## src/rtl/apb_timer.sv

```systemverilog
// ---------------------------------------------------------------------------
// apb_timer
//   Zero-wait-state APB slave holding a 32-bit down-counting timer with an
//   8-bit prescaler, one-shot or periodic reload, and a level interrupt.
//
//   Register map (word offsets from paddr[BASE_OFFSET_BITS-1:2]):
//     0x00 CTRL   RW  [0] EN, [1] RELOAD, [2] IE, [15:8] PRESC
//     0x04 LOAD   RW  reload value; a write also restarts VALUE and pcnt
//     0x08 VALUE  RO  current count
//     0x0C STATUS     [0] IF, write-1-to-clear
//
//   Ports:
//     pclk     clock, all state on the rising edge
//     prst     synchronous active-high reset
//     paddr    APB address (only the offset bits are decoded)
//     psel     slave select
//     penable  access phase
//     pwrite   1 = write, 0 = read
//     pwdata   write data
//     prdata   read data, combinational, 0 unless psel and a mapped offset
//     pready   constant 1
//     pslverr  error on unmapped offsets or a write to VALUE
//     irq      IF & IE
// ---------------------------------------------------------------------------
module apb_timer #(
    parameter int BASE_OFFSET_BITS = 5
) (
    input  logic        pclk,
    input  logic        prst,
    input  logic [31:0] paddr,
    input  logic        psel,
    input  logic        penable,
    input  logic        pwrite,
    input  logic [31:0] pwdata,
    output logic [31:0] prdata,
    output logic        pready,
    output logic        pslverr,
    output logic        irq
);

    localparam int OFS_W = BASE_OFFSET_BITS - 2;

    localparam logic [OFS_W-1:0] OFS_CTRL   = OFS_W'(0);
    localparam logic [OFS_W-1:0] OFS_LOAD   = OFS_W'(1);
    localparam logic [OFS_W-1:0] OFS_VALUE  = OFS_W'(2);
    localparam logic [OFS_W-1:0] OFS_STATUS = OFS_W'(3);

    // Control / status state
    logic        en;
    logic        reload;
    logic        ie;
    logic [7:0]  presc;
    logic [7:0]  pcnt;
    logic        if_flag;

    // Count state
    logic [31:0] load;
    logic [31:0] value;

    logic [OFS_W-1:0] offset;
    logic             mapped;
    logic             access;
    logic             wr_ctrl;
    logic             wr_load;
    logic             wr_status;
    logic             tick;
    logic             value_zero;
    logic             hw_set_if;

    // Address bits outside the decoded window are intentionally ignored.
    logic unused_addr_bits;
    assign unused_addr_bits = ^{paddr[31:BASE_OFFSET_BITS], paddr[1:0]};

    assign offset = paddr[BASE_OFFSET_BITS-1:2];
    assign mapped = (offset <= OFS_STATUS);
    assign access = psel & penable;

    // Write strobes only fire for legal targets, so an erroring write
    // changes nothing.
    assign wr_ctrl   = access & pwrite & (offset == OFS_CTRL);
    assign wr_load   = access & pwrite & (offset == OFS_LOAD);
    assign wr_status = access & pwrite & (offset == OFS_STATUS);

    assign pslverr = access & (~mapped | (pwrite & (offset == OFS_VALUE)));
    assign pready  = 1'b1;

    assign tick       = en & (pcnt == presc);
    assign value_zero = (value == 32'd0);
    assign hw_set_if  = tick & value_zero;

    assign irq = if_flag & ie;

    always_comb begin
        prdata = 32'd0;
        if (psel) begin
            case (offset)
                OFS_CTRL:   prdata = {16'd0, presc, 5'd0, ie, reload, en};
                OFS_LOAD:   prdata = load;
                OFS_VALUE:  prdata = value;
                OFS_STATUS: prdata = {31'd0, if_flag};
                default:    prdata = 32'd0;
            endcase
        end
    end

    always_ff @(posedge pclk) begin
        if (prst) begin
            en      <= 1'b0;
            reload  <= 1'b0;
            ie      <= 1'b0;
            presc   <= 8'd0;
            pcnt    <= 8'd0;
            if_flag <= 1'b0;
            load    <= 32'd0;
            value   <= 32'd0;
        end else begin
            // Prescaler: a LOAD write restarts it; disabling (either by the
            // current EN or by a CTRL write clearing EN) parks it at 0.
            if (wr_load || !en || tick || (wr_ctrl && !pwdata[0])) begin
                pcnt <= 8'd0;
            end else begin
                pcnt <= pcnt + 8'd1;
            end

            // Counter: LOAD write overrides whatever the tick would do.
            if (wr_load) begin
                value <= pwdata;
            end else if (tick) begin
                if (!value_zero) begin
                    value <= value - 32'd1;
                end else if (reload) begin
                    value <= load;
                end
            end

            if (wr_load) begin
                load <= pwdata;
            end

            // A CTRL write wins over the one-shot EN clear on the same edge;
            // the tick on that edge was already evaluated with the old CTRL.
            if (wr_ctrl) begin
                en     <= pwdata[0];
                reload <= pwdata[1];
                ie     <= pwdata[2];
                presc  <= pwdata[15:8];
            end else if (hw_set_if && !reload) begin
                en <= 1'b0;
            end

            // Hardware set beats software clear.
            if (hw_set_if) begin
                if_flag <= 1'b1;
            end else if (wr_status && pwdata[0]) begin
                if_flag <= 1'b0;
            end
        end
    end

endmodule

```

## config.mk

```make
export PLATFORM = sky130hd
export DESIGN_NAME = apb_timer
export DESIGN_NICKNAME = d
export VERILOG_FILES = /design/src/rtl/apb_timer.sv
export SDC_FILE = /design/constraint.sdc
export NUM_CORES = 1
export LEC_CHECK = 0
export BUFFER_PORTS_ARGS = -buffer_cell sky130_fd_sc_hd__buf_4
export CORE_MARGIN = 3
export CORE_UTILIZATION = 60
export DETAILED_ROUTE_END_ITERATION = 6
export PLACE_DENSITY_LB_ADDON = 0.3
export SKIP_LAST_GASP = 1
export SYNTH_ARGS = -nofsm -noshare
export SYNTH_HDL_FRONTEND = slang
export SYNTH_SLANG_ARGS = --single-unit
export TNS_END_PERCENT = 10
```

## constraint.sdc

```tcl
create_clock -name pclk -period 4.3 [get_ports pclk]
set_clock_uncertainty 0.15 [all_clocks]
set_input_delay 0.645 -clock pclk [delete_from_list [all_inputs] [get_ports pclk]]
set_output_delay 0.645 -clock pclk [all_outputs]
set_load 0.05 [all_outputs]
```

==> metrics.md, run 1 <==
| Metric | Value |
|---|---|
| Post-synth EDFFs | `0` |
| Slew Limit Fails | `0` |
| Core ar. | `8382 um^2` |
| DIE AREA | `9971 um^2` |
| DP HPWL | `10940 um` |
| Clk root buf | `clkbuf_8` |
| DRC viols | `0` |
| Worst R2R Start | `value[14]` |
| Cts hold-fix bufs | `0` |
| Distinct cells, synth | `72` |
| Placed cell count | `830` |
| P_leak | `2.225 nW` |
| Post-Synth Simple-Gate Area | `29.31%` |
| 1st-iter DRT viols | `601` |
| Mean Syn Cell Area | `7.583 um^2` |
| I/O Buffers | `73` |
| Reg2Reg Setup Slack | `1150 ps` |
| WL/cell | `18.42 um` |
| Status | `finished, final reports clean` |
| DRT Wirelength | `15590 um` |
| Post-CTS sizing | `0` |
| CP Data Required Time | `4410 ps` |
| DRT Pass-1 Iters | `5` |
| Hold WC Path Type | `reg2reg` |
| RSZ-0062 raised after global routing | `false` |
| Nets | `808` |
| Met2 global-route usage | `48.13%` |
| CTS Buf Count | `9` |
| Met3 usage in global routing | `6.046%` |
| CTS max path bufs | `2` |
| Clock Latency Late Sink | `360 ps` |
| Fmax achieved | `0.3176 GHz` |
| Post-route antenna net violation count | `0` |
| Crit path from | `value[14]` |
| Crit share post-route | `73.23%` |
| Fin crit period | `3149 ps` |
| Die span in x | `99.86 um` |
| Final hold vios | `0` |
| Final GP Congestion | `0.9672` |
| Number of antenna diodes | `0` |
| Pwr/cell area | `321.9 nW/um^2` |
| Seq/Total Area, Yosys | `31.82%` |
| Pin count of the biggest net entering global routing | `67` |
| Worst Setup EP | `value[4]` |
| Area contributors post-synth | `dfxtp_1, nand2_1, nor2_1` |
| Busiest layer in global routing | `met2` |
| Register area | `1682 um^2` |
| CTS tree | `built` |
| Starting Density | `63.05%` |
| FF-to-FF path depth | `6` |
| Worst Hold Launch | `load[28]` |
| Worst-path clk slew | `90 ps` |
| Grt total ovfl | `0` |
| Yosys top cell by area | `dfxtp_1` |
| Hold path cells | `2` |
| Synth top cells by count | `nand2_1, nor2_1, dfxtp_1, a21oi_1, clkbuf_1` |
| R2r endpoint | `value[4]` |
| Clk sink count | `84` |
| Final setup vio count | `0` |
| Startpoint types | `flip-flop` |
| Post-Syn Area | `5285 um^2` |
| Cell internal pwr | `1.308 mW` |
| Multi-input gate area | `3222 um^2` |
| Most numerous cell in the Yosys netlist | `nand2_1` |
| Clock H-tree levels | `3` |
| Share of layout cells above drive strength 1 | `17.00%` |
| Via/cell ratio | `6.572` |
| Clk network pwr share | `34.2%` |
| Synth-to-layout area growth | `12.36%` |
| Initial antenna violation count | `0` |
| Top FF cell, synth | `dfxtp_1` |
| Sw frac | `31.57%` |
| Post-Synth Adder-Cell Area | `0.7102%` |
| Postcts setup bufs | `0` |
| Slew HR | `24.97%` |
| Asr flop ratio synth | `0%` |
| Crit Path Max Fanout | `9` |
| Fin Setup TNS | `0 ps` |
| Syn Inst Count | `697` |
| Peak supply drop | `0.1925 mV` |
| Vias in the first global route | `5011` |
| Yosys top cell area share | `31.82%` |
| Via count | `5560` |
| # fillers | `678` |
| Die height | `99.86 um` |
| Met1 Usage GRT | `42.71%` |
| Largest family of logic cells by synthesized area | `simple AND/OR/NAND/NOR gates` |
| Sw Pwr | `603.4 uW` |
| Total track usage | `30.88%` |
| Synth Area in Compound Gates | `22.16%` |
| Logic pwr share | `24.1%` |
| Placement row count | `33` |
| Measured slew at the worst slew-check pin | `1125 ps` |
| MaxCap Viol Count | `0` |
| Fin cells | `846` |
| XOR/XNOR share of the synthesized area | `4.309%` |
| Flop pwr share | `41.7%` |
| Syn Nets | `769` |
| YS warnings | `0` |
| Mux contribution to synthesized area | `4.285%` |
| Worst Path Arrival | `3250 ps` |
| Crit end category | `flip-flop` |
| I/O pins | `104` |
| First-pass GRT wire length | `25020 um` |
| Critical setup path kind | `reg2reg` |
| Flops & latches, synth | `84` |
## cell families (layout without fill, tap and decap cells)
family	Yosys count	after routing
xor+xnor	26	26
buf+inv	65	109
fa+ha+maj	3	3
simple gates	317	317
other cells	1	1
compound gates	180	180
mux	21	21
flops	84	84
## metrics by stage
| stage | setup WS, ps | area, um^2 | hold slack [ps] | util (%) | power [mW] |
|---|---|---|---|---|---|
| floorplan | 1205 | 5285 | 291.3 | - | 1.131 |
| global placement | 1287 | 5707 | 304.6 | 68.08 | 1.250 |
| detailed placement | 1236 | 5707 | 313.0 | 68.08 | 1.257 |
| CTS | 1219 | 5938 | 325.0 | 70.85 | 1.905 |
| global route | 1027 | 5938 | 345.8 | 70.85 | 1.988 |
| finish | 1151 | 5938 | 323.4 | 70.85 | 1.911 |
## worst min path at each step
| stage | endpoint | slack, ps |
|---|---|---|
| 2_1_floorplan | load[0] | 290 |
| 3_3_place_gp | load[20] | 300 |
| 3_5_place_dp | load[28] | 310 |
| 4_1_cts | load[28] | 320 |
| 5_1_grt | load[11] | 350 |
| 6_report | load[28] | 320 |
## registers in the layout, summed over array words and instances (netlist names)
register	count
ie	1
if_flag	1
load	32
presc	8
pcnt	8
reload	1
value	32
en	1
## per-layer routing
layer  part of all wire [%]  wire (um)  up-vias
li1                       -          -     2588
met5                      0          0        -
met3                    9.1       1421       51
met1                     43       6660     2598
met4                    2.9        447        0
met2                     45       7056      323
## final cells by class
| cell class | count | area share (%) |
|---|---|---|
| inverters | 7 | 0.4425 |
| repair buffers | 86 | 10.87 |
| clock inverters | 6 | 1.580 |
| well taps | 105 | 2.212 |
| multi-input cells | 548 | 54.26 |
| flip-flops and latches | 84 | 28.32 |
| clock buffers | 10 | 2.318 |
## power groups by stage
stage	Clock (mW)	Sequential, mW	Combinational, mW
after floorplan	0	0.810	0.321
after global placement	0	0.815	0.435
after detailed placement	0	0.815	0.442
after CTS	0.660	0.797	0.447
after global routing	0.696	0.799	0.493
final	0.654	0.797	0.460
## worst max-delay path, stage by stage (launching register included)
cell	delay (ps)
dfxtp_1	390
or4_1	730
or4_4	600
nor4_4	310
o21a_1	460
a21oi_1	80
a211oi_1	320
## cell usage in the layout (no fill, tap or decap), types with 4 or more instances in the layout
master and n:
nand2_1 104, nor2_1 98, buf_4 86, dfxtp_1 84, a21oi_1 69, a22oi_1 23
nand3_1 19, nor3_1 19, mux2i_1 17, xnor2_1 17, nand4_1 17, o21ai_0 17
o211ai_1 15, nor4_1 10, clkbuf_8 10, xor2_1 9, a31oi_1 9, or4_1 8
and3_1 8, a211oi_1 8, inv_1 6, or3_1 5, nor4_4 4, a311oi_1 4
o21a_1 4
Power figures use the tool's default switching activity.
==> inputs of run 2 (changes only) <==
--- a/config.mk
+++ b/config.mk
@@ -5,9 +5,10 @@
 export SDC_FILE = /design/constraint.sdc
 export NUM_CORES = 1
 export LEC_CHECK = 0
+export ABC_AREA = 1
 export BUFFER_PORTS_ARGS = -buffer_cell sky130_fd_sc_hd__buf_4
 export CORE_MARGIN = 3
-export CORE_UTILIZATION = 60
+export CORE_UTILIZATION = 51
 export DETAILED_ROUTE_END_ITERATION = 6
 export PLACE_DENSITY_LB_ADDON = 0.3
 export SKIP_LAST_GASP = 1
==> constraint.sdc (replaced) <==
create_clock -name pclk -period 2.8 [get_ports pclk]
set_clock_uncertainty 0.15 [all_clocks]
set_input_delay 0.42 -clock pclk [delete_from_list [all_inputs] [get_ports pclk]]
set_output_delay 0.42 -clock pclk [all_outputs]
set_load 0.05 [all_outputs]
==> run 2 against run 1 <==
Register-to-register slack got worse by 610 ps. Cell area rose by 4.4%. Power up 79%. Global-route usage decreased by 4.5 points. Via count rose by 4.2%. Final cell count rose by 28%. Critical path depth is 4 higher. Non-clock buffer count is 4 lower. Sequential share of layout area down 1.2 points. Highest routed layer unchanged.
==> metrics.md, run 2 <==
| Metric | Value |
|---|---|
| Status | `finished, final reports clean` |
| Post-route antenna net violation count | `0` |
| Placed cell count | `1066` |
| Fin cells | `1082` |
| Crit share post-route | `83.87%` |
| Slew Limit Fails | `0` |
| Startpoint types | `input port` |
| Fin crit period | `2348 ps` |
| Clk sink count | `84` |
| Top FF cell, synth | `dfxtp_1` |
| Distinct cells, synth | `39` |
| Hold WC Path Type | `in2reg` |
| Crit path from | `paddr[3]` |
| XOR/XNOR share of the synthesized area | `2.755%` |
| Most numerous cell in the Yosys netlist | `nand2_1` |
| Die height | `108.9 um` |
| P_leak | `3.126 nW` |
| Post-Syn Area | `5404 um^2` |
| Fmax achieved | `0.4258 GHz` |
| Post-Synth Simple-Gate Area | `37.23%` |
| Largest family of logic cells by synthesized area | `simple AND/OR/NAND/NOR gates` |
| Worst Hold Launch | `pwdata[26]` |
| Core ar. | `10040 um^2` |
| YS warnings | `0` |
| Seq/Total Area, Yosys | `31.12%` |
| CTS tree | `built` |
| Biggest regs | `load (32), value (32)` |
| Reg2Reg Setup Slack | `540 ps` |
| Share of layout cells above drive strength 1 | `13.80%` |
| Synth-to-layout area growth | `14.68%` |
| DRC viols | `0` |
| Placement row count | `36` |
| Yosys top cell by area | `dfxtp_1` |
| Post-CTS sizing | `0` |
| Worst Path Arrival | `1780 ps` |
| CP Data Required Time | `2230 ps` |
| Asr flop ratio synth | `0%` |
| Clock H-tree levels | `3` |
| Most frequent cells in the layout | `nand2_1, nor2_1, a21oi_1` |
| Pin count of the biggest net entering global routing | `46` |
| Area contributors post-synth | `dfxtp_1, nand2_1, a21oi_1` |
| RSZ-0062 raised after global routing | `false` |
| WL/cell | `13.83 um` |
| Syn Nets | `959` |
| Vias in the first global route | `5364` |
| Final hold vios | `0` |
| Number of antenna diodes | `0` |
| First-pass GRT wire length | `25400 um` |
| DRT Wirelength | `14970 um` |
| Via count | `5796` |
| Cts hold-fix bufs | `0` |
| Initial antenna violation count | `0` |
| Synth Area in Compound Gates | `17.04%` |
| I/O pins | `104` |
| Crit Path Max Fanout | `29` |
| Yosys top cell area share | `31.12%` |
| Pwr/cell area | `552.4 nW/um^2` |
| Final GP Congestion | `0.9414` |
| MaxCap Viol Count | `0` |
| DIE AREA | `11870 um^2` |
| Critical setup path kind | `in2out` |
| DP HPWL | `10800 um` |
| Grt total ovfl | `0` |
| Tot Pwr | `3.423 mW` |
| Final setup vio count | `0` |
| Via/cell ratio | `5.357` |
| 1st-iter DRT viols | `496` |
| Post-synth EDFFs | `0` |
| I/O Buffers | `73` |
| Fin util | `61.70%` |
| Worst Setup EP | `prdata[14]` |
| FF-to-FF path depth | `11` |
| Clk root buf | `clkbuf_8` |
| Peak supply drop | `0.2969 mV` |
| Total track usage | `26.37%` |
| CTS max path bufs | `2` |
| Syn Inst Count | `887` |
| Most common cell after layout, fill and taps aside | `nand2_1` |
| Nets | `1016` |
| Synth top cells by count | `nand2_1, nor2_1, a21oi_1, inv_1, dfxtp_1` |
| CTS Buf Count | `9` |
| Flops & latches, synth | `84` |
| Worst R2R Start | `value[0]` |
| Starting Density | `53.80%` |
| DRT Pass-1 Iters | `7` |
| Mean Syn Cell Area | `6.092 um^2` |
| Mux contribution to synthesized area | `0%` |
| Fin Setup TNS | `0 ps` |
| # fillers | `1003` |
| Clock Latency Late Sink | `370 ps` |
| Worst-path clk slew | `100 ps` |
| R2r endpoint | `value[30]` |
| Post-Synth Adder-Cell Area | `0.6946%` |
| Postcts setup bufs | `0` |
| Die span in x | `108.9 um` |
| Crit end category | `primary output` |
run 2: through the flow:
step / hold slack (ps) / setup WS [ps] / instance area [um^2]
4_1_cts: 158.4 / 451.8 / 6197
2_1_floorplan: 290.2 / 63.22 / 5404
3_3_place_gp: 299.7 / 472.1 / 5971
3_5_place_dp: 303.8 / 467.5 / 5971
6_report: 159.5 / 451.6 / 6197
5_1_grt: 161.6 / 288.8 / 6197
run 2: worst min path at each step:
| stage | end | cells after the start |
|---|---|---|
| floorplan | load[0] | 2 |
| global placement | load[0] | 2 |
| detailed placement | load[0] | 2 |
| CTS | ie | 3 |
| global route | load[26] | 3 |
| finish | load[26] | 3 |
run 2: worst max-delay path: stages:
cell and delay, ps:
buf_4 120, nor2_2 140, nand2_2 150, inv_1 90
buf_4 330, nand2_1 90, o211ai_1 100, nand2_1 90
inv_1 60, buf_4 180
run 2: cell families (layout without fill, tap and decap cells):
group           count (synthesis)  after routing
flops                          84             84
other cells                     1              1
compound gates                172            172
simple gates                  475            475
buf+inv                       135            197
xor+xnor                       17             17
fa+ha+maj                       3              3
run 2: cell type report:
class                           instances  area (um^2)  area share (%)
Sequential cell                        84         1682           27.14
Inverter                               99        379.1           6.118
Clock inverter                          5        85.08           1.373
Multi-Input combinational cell        668         3128           50.47
Timing Repair Buffer                   82        615.6           9.933
Clock buffer                           11        141.4           2.281
Tap cell                              133        166.4           2.685
run 2: metal layers:
metal | vias to the layer above | global-route usage [%] | share of wire, %
met1 | 2659 | 36.55 | 46
met5 | - | 0 | 0
li1 | 2928 | - | -
met3 | 17 | 4.677 | 7.5
met4 | 0 | 5.681 | 1.0
met2 | 192 | 42.94 | 45
run 2: power by group:
part           leakage, nW  internal [mW]  switching (mW)
clock network        0.110          0.531           0.469
registers            0.677           1.21          0.0201
logic                 2.34          0.376           0.817
total                 3.13           2.12            1.31
